[src/rtl/spi_reg_pkg.sv]
// -----------------------------------------------------------------------------
// spi_reg_pkg
// Shared definitions for the SPI-to-register-bus bridge: FSM state encoding,
// command word bit positions, the default status identifier, the read-timeout
// filler word and a helper that assembles the status word.
// -----------------------------------------------------------------------------
package spi_reg_pkg;

   typedef enum logic [2:0] {
      ST_IDLE      = 3'd0,
      ST_WAIT_WORD = 3'd1,
      ST_BUS_WR    = 3'd2,
      ST_BUS_RD    = 3'd3,
      ST_DRAIN     = 3'd4
   } state_e;

   // Command word layout: [15] RnW, [14] INC, [13] CLR, [12:8] unused, [7:0] addr
   localparam int CMD_RNW = 15;
   localparam int CMD_INC = 14;
   localparam int CMD_CLR = 13;

   localparam logic [7:0]  STATUS_ID_DEF = 8'h5A;
   localparam logic [15:0] TMO_WORD      = 16'hDEAD;

   // Status word returned to the master while the bridge is idle
   function automatic logic [15:0] status_word(input logic [7:0] id,
                                               input logic       ovr,
                                               input logic       tmo);
      return {id, 6'b000000, ovr, tmo};
   endfunction

endpackage

[src/rtl/spi_reg_ctrl_sync2.sv]
// -----------------------------------------------------------------------------
// sync2
// Two-flop synchronizer for a single asynchronous level. Both stages reset to
// 1 so an active-low select reads as inactive while in reset.
// Ports:
//   clk  in   system clock
//   res  in   synchronous active-high reset
//   d    in   asynchronous input level
//   q    out  synchronized level
// -----------------------------------------------------------------------------
module sync2 (
   input  logic clk,
   input  logic res,
   input  logic d,
   output logic q
);

   logic meta_q;
   logic sync_q;

   // Two-stage capture of the asynchronous input
   always_ff @(posedge clk) begin
      if (res) begin
         meta_q <= 1'b1;
         sync_q <= 1'b1;
      end else begin
         meta_q <= d;
         sync_q <= meta_q;
      end
   end

   assign q = sync_q;

endmodule

[src/rtl/spi_reg_ctrl.sv]
// -----------------------------------------------------------------------------
// spi_reg_ctrl
// Bridges a 16-bit SPI slave to a simple request/ack register bus. The first
// word of a frame is a command (RnW, INC, CLR, start address); following words
// are write data or read pacing words. Reads are prefetched so the master sees
// reg[addr] two words after the command.
// Ports:
//   clk, res             clock, synchronous active-high reset
//   nSS                  raw async slave select (active low), frame delimiter
//   spi_write, spi_dout  received-word strobe and word
//   spi_din              word loaded by the SPI slave at each word boundary
//   bus_addr/bus_wdata   register address / write data
//   bus_we/bus_re        write / read request, held until ack or timeout
//   bus_rdata, bus_ack   read data and one-cycle completion strobe
//   busy                 high whenever the FSM is not idle
//   err_tmo/err_ovr      sticky timeout / overrun flags
// -----------------------------------------------------------------------------
module spi_reg_ctrl
   import spi_reg_pkg::*;
#(
   parameter int unsigned TIMEOUT   = 32,
   parameter logic [7:0]  STATUS_ID = STATUS_ID_DEF
) (
   input  logic        clk,
   input  logic        res,
   input  logic        nSS,
   input  logic        spi_write,
   input  logic [15:0] spi_dout,
   output logic [15:0] spi_din,
   output logic [7:0]  bus_addr,
   output logic [15:0] bus_wdata,
   output logic        bus_we,
   output logic        bus_re,
   input  logic [15:0] bus_rdata,
   input  logic        bus_ack,
   output logic        busy,
   output logic        err_tmo,
   output logic        err_ovr
);

   // Last count value before the request is abandoned
   localparam logic [7:0] TMO_LAST = 8'(TIMEOUT - 32'd1);

   state_e      state_q,    state_d;
   logic        rd_frame_q, rd_frame_d;
   logic        inc_q,      inc_d;
   logic [7:0]  addr_q,     addr_d;
   logic [15:0] wdata_q,    wdata_d;
   logic        we_q,       we_d;
   logic        re_q,       re_d;
   logic        busy_q,     busy_d;
   logic        err_tmo_q,  err_tmo_d;
   logic        err_ovr_q,  err_ovr_d;
   logic [7:0]  tmo_cnt_q,  tmo_cnt_d;
   logic [15:0] spi_din_q,  spi_din_d;
   logic [15:0] spi_din_nxt_s;

   logic nss_sync_s;
   logic frame_act_s;
   logic word_s;
   logic tmo_hit_s;

   sync2 u_nss_sync (
      .clk (clk),
      .res (res),
      .d   (nSS),
      .q   (nss_sync_s)
   );

   assign frame_act_s = ~nss_sync_s;
   // Words received outside a frame are ignored everywhere
   assign word_s      = spi_write & frame_act_s;
   assign tmo_hit_s   = (tmo_cnt_q == TMO_LAST) & ~bus_ack;

   // Next-state and next-output computation for the bridge FSM
   always_comb begin
      state_d       = state_q;
      rd_frame_d    = rd_frame_q;
      inc_d         = inc_q;
      addr_d        = addr_q;
      wdata_d       = wdata_q;
      we_d          = we_q;
      re_d          = re_q;
      err_tmo_d     = err_tmo_q;
      err_ovr_d     = err_ovr_q;
      tmo_cnt_d     = 8'd0;
      spi_din_nxt_s = spi_din_q;

      case (state_q)
         ST_IDLE: begin
            if (word_s) begin
               rd_frame_d = spi_dout[CMD_RNW];
               inc_d      = spi_dout[CMD_INC];
               addr_d     = spi_dout[7:0];
               if (spi_dout[CMD_CLR]) begin
                  err_tmo_d = 1'b0;
                  err_ovr_d = 1'b0;
               end else begin
                  err_tmo_d = err_tmo_q;
                  err_ovr_d = err_ovr_q;
               end
               // Reads start the prefetch straight from the command word
               if (spi_dout[CMD_RNW]) begin
                  state_d = ST_BUS_RD;
                  re_d    = 1'b1;
               end else begin
                  state_d = ST_WAIT_WORD;
               end
            end else begin
               state_d = ST_IDLE;
            end
         end

         ST_WAIT_WORD: begin
            if (!frame_act_s) begin
               state_d = ST_IDLE;
            end else if (word_s) begin
               if (rd_frame_q) begin
                  state_d = ST_BUS_RD;
                  re_d    = 1'b1;
               end else begin
                  state_d = ST_BUS_WR;
                  we_d    = 1'b1;
                  wdata_d = spi_dout;
               end
            end else begin
               state_d = ST_WAIT_WORD;
            end
         end

         ST_BUS_WR, ST_BUS_RD: begin
            // A word during an open bus cycle is dropped and flagged
            if (word_s) begin
               err_ovr_d = 1'b1;
            end else begin
               err_ovr_d = err_ovr_q;
            end
            // Ack takes priority over a simultaneous frame end
            if (bus_ack || tmo_hit_s) begin
               we_d      = 1'b0;
               re_d      = 1'b0;
               state_d   = ST_WAIT_WORD;
               addr_d    = inc_q ? (addr_q + 8'd1) : addr_q;
               err_tmo_d = err_tmo_q | tmo_hit_s;
               if (state_q == ST_BUS_RD) begin
                  spi_din_nxt_s = bus_ack ? bus_rdata : TMO_WORD;
               end else begin
                  spi_din_nxt_s = spi_din_q;
               end
            end else begin
               tmo_cnt_d = tmo_cnt_q + 8'd1;
               state_d   = frame_act_s ? state_q : ST_DRAIN;
            end
         end

         ST_DRAIN: begin
            // Finish the abandoned bus cycle without advancing the address
            if (bus_ack || tmo_hit_s) begin
               we_d      = 1'b0;
               re_d      = 1'b0;
               state_d   = ST_IDLE;
               err_tmo_d = err_tmo_q | tmo_hit_s;
            end else begin
               tmo_cnt_d = tmo_cnt_q + 8'd1;
            end
         end

         default: begin
            state_d = ST_IDLE;
            we_d    = 1'b0;
            re_d    = 1'b0;
         end
      endcase
   end

   // Idle always presents the live status word; otherwise keep FSM choice
   assign spi_din_d = (state_d == ST_IDLE) ? status_word(STATUS_ID, err_ovr_d, err_tmo_d)
                                           : spi_din_nxt_s;
   assign busy_d    = (state_d != ST_IDLE);

   // State and output registers with synchronous reset
   always_ff @(posedge clk) begin
      if (res) begin
         state_q    <= ST_IDLE;
         rd_frame_q <= 1'b0;
         inc_q      <= 1'b0;
         addr_q     <= 8'd0;
         wdata_q    <= 16'd0;
         we_q       <= 1'b0;
         re_q       <= 1'b0;
         busy_q     <= 1'b0;
         err_tmo_q  <= 1'b0;
         err_ovr_q  <= 1'b0;
         tmo_cnt_q  <= 8'd0;
         spi_din_q  <= status_word(STATUS_ID, 1'b0, 1'b0);
      end else begin
         state_q    <= state_d;
         rd_frame_q <= rd_frame_d;
         inc_q      <= inc_d;
         addr_q     <= addr_d;
         wdata_q    <= wdata_d;
         we_q       <= we_d;
         re_q       <= re_d;
         busy_q     <= busy_d;
         err_tmo_q  <= err_tmo_d;
         err_ovr_q  <= err_ovr_d;
         tmo_cnt_q  <= tmo_cnt_d;
         spi_din_q  <= spi_din_d;
      end
   end

   assign spi_din   = spi_din_q;
   assign bus_addr  = addr_q;
   assign bus_wdata = wdata_q;
   assign bus_we    = we_q;
   assign bus_re    = re_q;
   assign busy      = busy_q;
   assign err_tmo   = err_tmo_q;
   assign err_ovr   = err_ovr_q;

endmodule
[config.mk]
export PLATFORM = sky130hd
export DESIGN_NAME = spi_reg_ctrl
export DESIGN_NICKNAME = d
export VERILOG_FILES = /design/src/rtl/spi_reg_pkg.sv /design/src/rtl/spi_reg_ctrl_sync2.sv /design/src/rtl/spi_reg_ctrl.sv
export SDC_FILE = /design/constraint.sdc
export NUM_CORES = 1
export LEC_CHECK = 0
export CORE_MARGIN = 2
export CORE_UTILIZATION = 41
export DETAILED_ROUTE_END_ITERATION = 7
export PLACE_DENSITY = 0.82
export SLEW_MARGIN = 25
export SYNTH_ARGS = -nofsm -noshare
export SYNTH_HDL_FRONTEND = slang
export SYNTH_SLANG_ARGS = --single-unit
[constraint.sdc]
create_clock -name clk -period 2.1 [get_ports clk]
set_clock_uncertainty 0.2 [all_clocks]
set_input_delay 0.525 -clock clk [delete_from_list [all_inputs] [get_ports clk]]
set_output_delay 0.525 -clock clk [all_outputs]
set_load 0.01 [all_outputs]
==> impl_metrics.tcl, run 1 <==
set metrics [dict create \
    status "complete, no violations" \
    fin_crit_ns 2.07 \
    cts_buffers 9 \
    hp-class "flop to flop" \
    root_buffer "clkbuf_8" \
    wl_microns 6620 \
    grt_pass1_wl_microns 10700 \
    syn_inst 290 \
    synthArstFlopShare_pct 0 \
    finalWorstSetupSlack_ns 0.0295 \
    leakagePower_nw 1.41 \
    wl_per_cell_microns 13.8 \
    fp.dieW_microns 81.8 \
    ir_worst_vdd_mv 0.408 \
    yosys_register_bits 60 \
    yosysTopAreaCell "dfxtp_1" \
    max_freq_ghz 0.483 \
    grt_max_degree 22 \
    synth_nets 329 \
    post-place-ws_ns -0.473 \
    path_class "flop to flop" \
    syn-cell-area_sq_um 2480 \
    rsz0062_at_grt "no" \
    rows 28 \
    avgSynthCellArea_sq_um 8.56 \
    antenna_left 0 \
    htree_levels 3 \
    dp.cells 461 \
    cts.sinks 60 \
    finalHoldViolations 0 \
    diodes 0 \
    cts_buffer_depth 2 \
    dieArea_sq_um 6690 \
    yosys_warnings 0 \
    synth.top_cells.by_count "dfxtp_1 (60), nand2_1 (57), a21oi_1 (33), nor2_1 (25), o21ai_0 (11)" \
    worst_pin_slew_ns 0.403 \
    grt_overflow 0 \
    finalSetupViolCount 0 \
    cts_tree "built" \
    slew_violations 0 \
    drc 0 \
    post-route-period-util_pct 98.6 \
    tns_ns 0 \
    vias 2495 \
    antenna_found_initial 0 \
    grt_pass1_vias 2429 \
    via_per_inst 5.20 \
    ys_seq_area_share_pct 48.4 \
    postCtsHoldBufs 0 \
    synth_most_common_cell "dfxtp_1" \
    fp.dieH_microns 81.8 \
    synth_top_area_share_pct 48.4 \
    drv_cap 0 \
    synth_edf_count 0 \
    clk_pin_slew_ns 0.07 \
    clkLatencyLatePin_ns 0.34 \
    slew_headroom_pct 73.1 \
    final_net_count 439 \
    synth-main-ff-cell "dfxtp_1" \
    layout-drive-gt1-share_pct 19.8 \
    yosysUniqueCellTypes 46 \
    track_usage_pct 20.8 \
    crit_path_end_kind "flop" \
    firstDrtPassIters 4 \
    final_cell_count_no_fill 480 \
    syn2layout_area_growth_pct 55.5 \
    fillCellCount 489 \
    worst-path-max-fanout 5 \
    synthTopCellsByArea "dfxtp_1 (48%), nand2_1 (8.6%), a21oi_1 (6.7%)" \
    gp_congestion 0.892 \
    startpoint_type "flop" \
    post-route-util_pct 65.6 \
    dpl.hpwl_microns 4790 \
    required_ns 2.13 \
    core_area_sq_um 5890 \
    io_pins 82 \
    power.density_nw_per_um2 621 \
    start_util_pct 42.2 \
    portBuffers 81 \
    cp.arrival_ns 2.10 \
    drt-initial-drc-count 117 \
]
[metal layers]
| layer | part of all wire [%] | track usage, % | routed length [microns] |
|---|---|---|---|
| met3 | 3.9 | 4.73 | 256 |
| met4 | 2.5 | 12.0 | 163 |
| met2 | 49 | 33.3 | 3270 |
| met5 | 0 | 0 | 0 |
| met1 | 44 | 25.5 | 2940 |
[registers in the layout, indices dropped and copies added, names as in the netlist]
name / cells
bus_addr: 8
bus_re: 1
bus_wdata: 16
bus_we: 1
busy: 1
err_ovr: 1
err_tmo: 1
inc_q: 1
rd_frame_q: 1
spi_din: 16
state_q: 3
tmo_cnt_q: 8
u_nss_sync.meta_q: 1
u_nss_sync.q: 1
[repair_timing]
action,4_1_cts,5_1_grt
cloned,1,0
setup endpoints to repair,20,24
setup buffers,0,2
pin swaps,3,1
resized for setup,6,12
[per-stage QoR]
step                hold WS [ns]  cell area [sq um]  total power [mW]
floorplan                  0.189               2480              1.24
global placement           0.194               3570              1.36
detailed placement         0.198               3570              1.36
CTS                        0.212               3810              2.42
global route               0.220               3860              2.49
finish                     0.213               3860              2.40
[where the power goes]
group / total [mW] / internal (mW) / switching, mW
registers: 1.16 / 1.15 / 0.00874
clock network: 1.06 / 0.609 / 0.447
logic: 0.186 / 0.116 / 0.0704
total: 2.40 / 1.87 / 0.526
[layout by cell type, fill, tap and decap left out, types with 2 or more instances in the layout]
master           count
clkdlybuf4s50_1     80
nand2_1             57
dfxtp_1             54
a21oi_1             33
buf_4               27
nor2_1              24
o21ai_0             11
clkbuf_8            11
nand3_1              9
and3_1               6
nor3_1               6
o221a_2              6
dfxtp_2              6
nor2b_1              4
inv_1                4
o22ai_1              4
a22oi_1              4
or3_1                3
xor2_1               3
o21a_1               3
a31oi_1              3
or2_2                3
buf_12               3
xnor2_1              2
mux2_4               2
o31ai_1              2
a22o_1               2
clkinv_2             2
[cells by family (layout without fill, tap and decap cells)]
family | after synthesis | count (layout) | synth area share [%]
and+or+nand+nor | 122 | 122 | 22.9
AOI/OAI and AO/OA | 80 | 80 | 20.8
DFF | 60 | 60 | 48.4
muxes | 3 | 3 | 1.66
adders and majority gates | 2 | 2 | 1.01
buffers and inverters | 18 | 133 | 3.48
xor gates and xnor gates | 5 | 5 | 1.77
[cell type report]
cell class              count  area [sq um]  share of cell area [%]
flip-flops and latches     60          1210                    31.3
repair buffers            113          1090                    28.2
clock inverters             4          47.5                    1.23
clock buffers              12           155                    4.02
inverters                   4          15.0                   0.389
multi-input cells         212          1250                    32.4
well taps                  75          93.8                    2.43
[worst paths after layout]
path	startpoint	end	slack [ns]	cells after the start
setup / recovery	tmo_cnt_q[0]$_SDFF_PP0_	spi_din[0]$_SDFFE_PP0P_	0.03	6
hold / removal	u_nss_sync.meta_q$_SDFF_PP1_	u_nss_sync.q$_SDFF_PP1_	0.21	1
setup reg to reg	tmo_cnt_q[0]$_SDFF_PP0_	spi_din[0]$_SDFFE_PP0P_	0.03	6
hold reg to reg	u_nss_sync.meta_q$_SDFF_PP1_	u_nss_sync.q$_SDFF_PP1_	0.21	1
[worst max-delay path: stages, from the launching register on]
cell and delay, ns:
dfxtp_2 0.34, ha_4 0.16, and4_4 0.17, a21o_4 0.22, or3_4 0.36, and3_4 0.22
mux2_4 0.29
Note: power is estimated with default switching activity, not from simulation.
==> run 2: changes to the inputs <==
CORE_UTILIZATION = 40   (was 41)
PLACE_DENSITY = 0.8   (was 0.82)
SLEW_MARGIN = 20   (was 25)
SYNTH_HIERARCHICAL = 1   (was unset)
==> impl_metrics.tcl, run 2 <==
set metrics [dict create \
    grt_overflow 0 \
    max_freq_ghz 0.482 \
    synth_most_common_cell "dfxtp_1" \
    finalSetupViolCount 0 \
    synth_edf_count 0 \
    track_usage_pct 19.3 \
    startpoint_type "flop" \
    yosysTopAreaCell "dfxtp_1" \
    htree_levels 3 \
    tns_ns 0 \
    dp.cells 461 \
    crit_path_end_kind "flop" \
    diodes 0 \
    fp.dieH_microns 83.6 \
    clk_pin_slew_ns 0.06 \
    rsz0062_at_grt "yes" \
    synthXorXnorAreaFrac_pct 2.08 \
    final_common_cell "clkdlybuf4s50_1" \
    core_area_sq_um 6030 \
    cts_tree "built" \
    start_util_pct 42.0 \
    synthTopCellsByArea "dfxtp_1 (47%), nand2_1 (7.6%), a21oi_1 (6.7%)" \
    portBuffers 81 \
    register_area_sq_um 1200 \
    final_net_count 450 \
    crit_path_end "bus_addr[0]$_SDFFE_PP0P_" \
    fin_crit_ns 2.08 \
    cp.arrival_ns 2.14 \
    cts_buffers 9 \
    fillCellCount 533 \
    r2r-end "bus_addr[0]$_SDFFE_PP0P_" \
    finalWorstSetupSlack_ns 0.0237 \
    vias 2484 \
    finalHoldViolations 0 \
    synth_top_area_share_pct 47.5 \
    synth_compound_area_share_pct 20.2 \
    via_per_inst 5.07 \
    wl_per_cell_microns 13.6 \
    post-place-ws_ns -0.521 \
    slew_headroom_pct 79.0 \
    yosys-mux-area-fraction_pct 1.29 \
    slew_violations 0 \
    fp.dieW_microns 83.6 \
    clkLatencyLatePin_ns 0.34 \
    status "complete, no violations" \
    layout-drive-gt1-share_pct 21.7 \
    yosys_register_bits 60 \
    r2r_setup_slack_ns 0.02 \
    r2r_start "state_q[1]$_SDFF_PP0_" \
    worst-path-max-fanout 4 \
    cts_buffer_depth 2 \
    post-route-util_pct 66.8 \
    setup.worst_path.start "state_q[1]$_SDFF_PP0_" \
    hp-class "flop to flop" \
    yosys_warnings 6 \
    synthAdderAreaFrac_pct 0.989 \
    ir_worst_vdd_mv 0.416 \
    drc 0 \
    power.density_nw_per_um2 560 \
    antenna_left 0 \
    gp_congestion 0.877 \
    antenna_found_initial 0 \
    synthSimpleGateAreaFrac_pct 24.4 \
    grt_max_degree 24 \
    post-route-period-util_pct 98.9 \
    synth.top_cells.by_count "dfxtp_1 (60), nand2_1 (51), a21oi_1 (34), nor2_1 (22)" \
    syn_inst 288 \
    cts.sinks 60 \
    dieArea_sq_um 6980 \
    dpl.hpwl_microns 4630 \
    firstDrtPassIters 4 \
    synth_nets 327 \
    syn2layout_area_growth_pct 59.0 \
    syn-cell-area_sq_um 2530 \
    worst_pin_slew_ns 0.312 \
    rows 28 \
    holdWs_ns 0.214 \
    drt-initial-drc-count 78 \
    leakagePower_nw 1.49 \
    drv_cap 0 \
    final_cell_mix "clkdlybuf4s50_1 (79), dfxtp_1 (58), nand2_1 (51), buf_4 (37), a21oi_1 (32)" \
    root_buffer "clkbuf_8" \
    synthArstFlopShare_pct 0 \
    synth_top_family_by_area "simple AND/OR/NAND/NOR gates" \
    io_pins 82 \
    path_class "flop to flop" \
    synth-main-ff-cell "dfxtp_1" \
    yosysUniqueCellTypes 49 \
    ys_seq_area_share_pct 47.5 \
    grt_pass1_wl_microns 11000 \
    multi_input_area_sq_um 1320 \
    rr_worst_depth 6 \
    grt_pass1_vias 2410 \
    required_ns 2.16 \
    wl_microns 6660 \
    final_cell_count_no_fill 490 \
    avgSynthCellArea_sq_um 8.79 \
]
==> run 2: cell types whose count changed after synthesis, sizes merged, moves of 3 or more <==
| cell | change |
|---|---|
| or3 | -3 |
| nand2b | +6 |
| nor3 | -4 |
| or2 | +4 |
| and3 | -3 |
| nand2 | -6 |
| o32ai | +3 |
| nor2b | +3 |
| nor2 | -3 |
==> run 2: worst min-delay path by stage <==
stage	from	slack (ns)	endpoint	depth (start not counted)
floorplan	u_nss_sync/meta_q$_SDFF_PP1_	0.18	u_nss_sync/q$_SDFF_PP1_	1
global placement	u_nss_sync/meta_q$_SDFF_PP1_	0.19	u_nss_sync/q$_SDFF_PP1_	1
detailed placement	u_nss_sync/meta_q$_SDFF_PP1_	0.19	u_nss_sync/q$_SDFF_PP1_	1
CTS	u_nss_sync/meta_q$_SDFF_PP1_	0.21	u_nss_sync/q$_SDFF_PP1_	1
global route	u_nss_sync/meta_q$_SDFF_PP1_	0.25	u_nss_sync/q$_SDFF_PP1_	1
finish	u_nss_sync/meta_q$_SDFF_PP1_	0.21	u_nss_sync/q$_SDFF_PP1_	1
==> run 2: final cells by class <==
| class | instances | share of cell area [%] |
|---|---|---|
| inverters | 3 | 0.280 |
| flip-flops and latches | 60 | 29.9 |
| repair buffers | 127 | 30.5 |
| multi-input cells | 210 | 32.7 |
| clock inverters | 2 | 0.249 |
| clock buffers | 13 | 3.95 |
| well taps | 75 | 2.33 |
==> run 2: kinds of logic (layout without fill, tap and decap cells) <==
family,after synthesis,count (layout)
compound gates,75,75
xor+xnor,6,6
fa+ha+maj,2,2
buf+inv,18,145
flops,60,60
mux,3,3
simple gates,124,124
==> run 2: per-stage QoR <==
stage	power [mW]	instance area (sq um)
after floorplan	1.23	2540
after global placement	1.34	3630
after detailed placement	1.35	3630
after CTS	2.27	3930
after global routing	2.35	4020
final	2.25	4020
==> run 2: per-layer routing <==
metal | vias up | track usage (%) | part of all wire [%]
li1 | 1255 | - | -
met1 | 1153 | 21.7 | 42
met2 | 67 | 34.0 | 51
met3 | 9 | 6.92 | 5.7
met4 | 0 | 6.30 | 1.3
met5 | - | 0 | 0
==> run 2: report_power, final <==
part,switching (mW),leakage (nW),internal (mW)
sequential,0.00691,0.485,1.15
clock,0.423,0.0893,0.483
combinational,0.0729,0.913,0.120
total,0.503,1.49,1.75
==> run 2: timing repair <==
item	in CTS	in global routing
endpoints found under the hold margin	0	0
gates resized for setup	11	14
setup buffers	5	7
gates cloned	2	0
pin swaps	7	6
hold buffers	0	0
endpoints found under the setup margin	41	40
==> run 2: critical path: stages, from the launching register on <==
cell      delay, ns
dfxtp_2        0.33
or4b_4         0.55
buf_12         0.15
o21ai_4        0.13
o311ai_4       0.13
or3b_1         0.36
a31oi_1        0.16
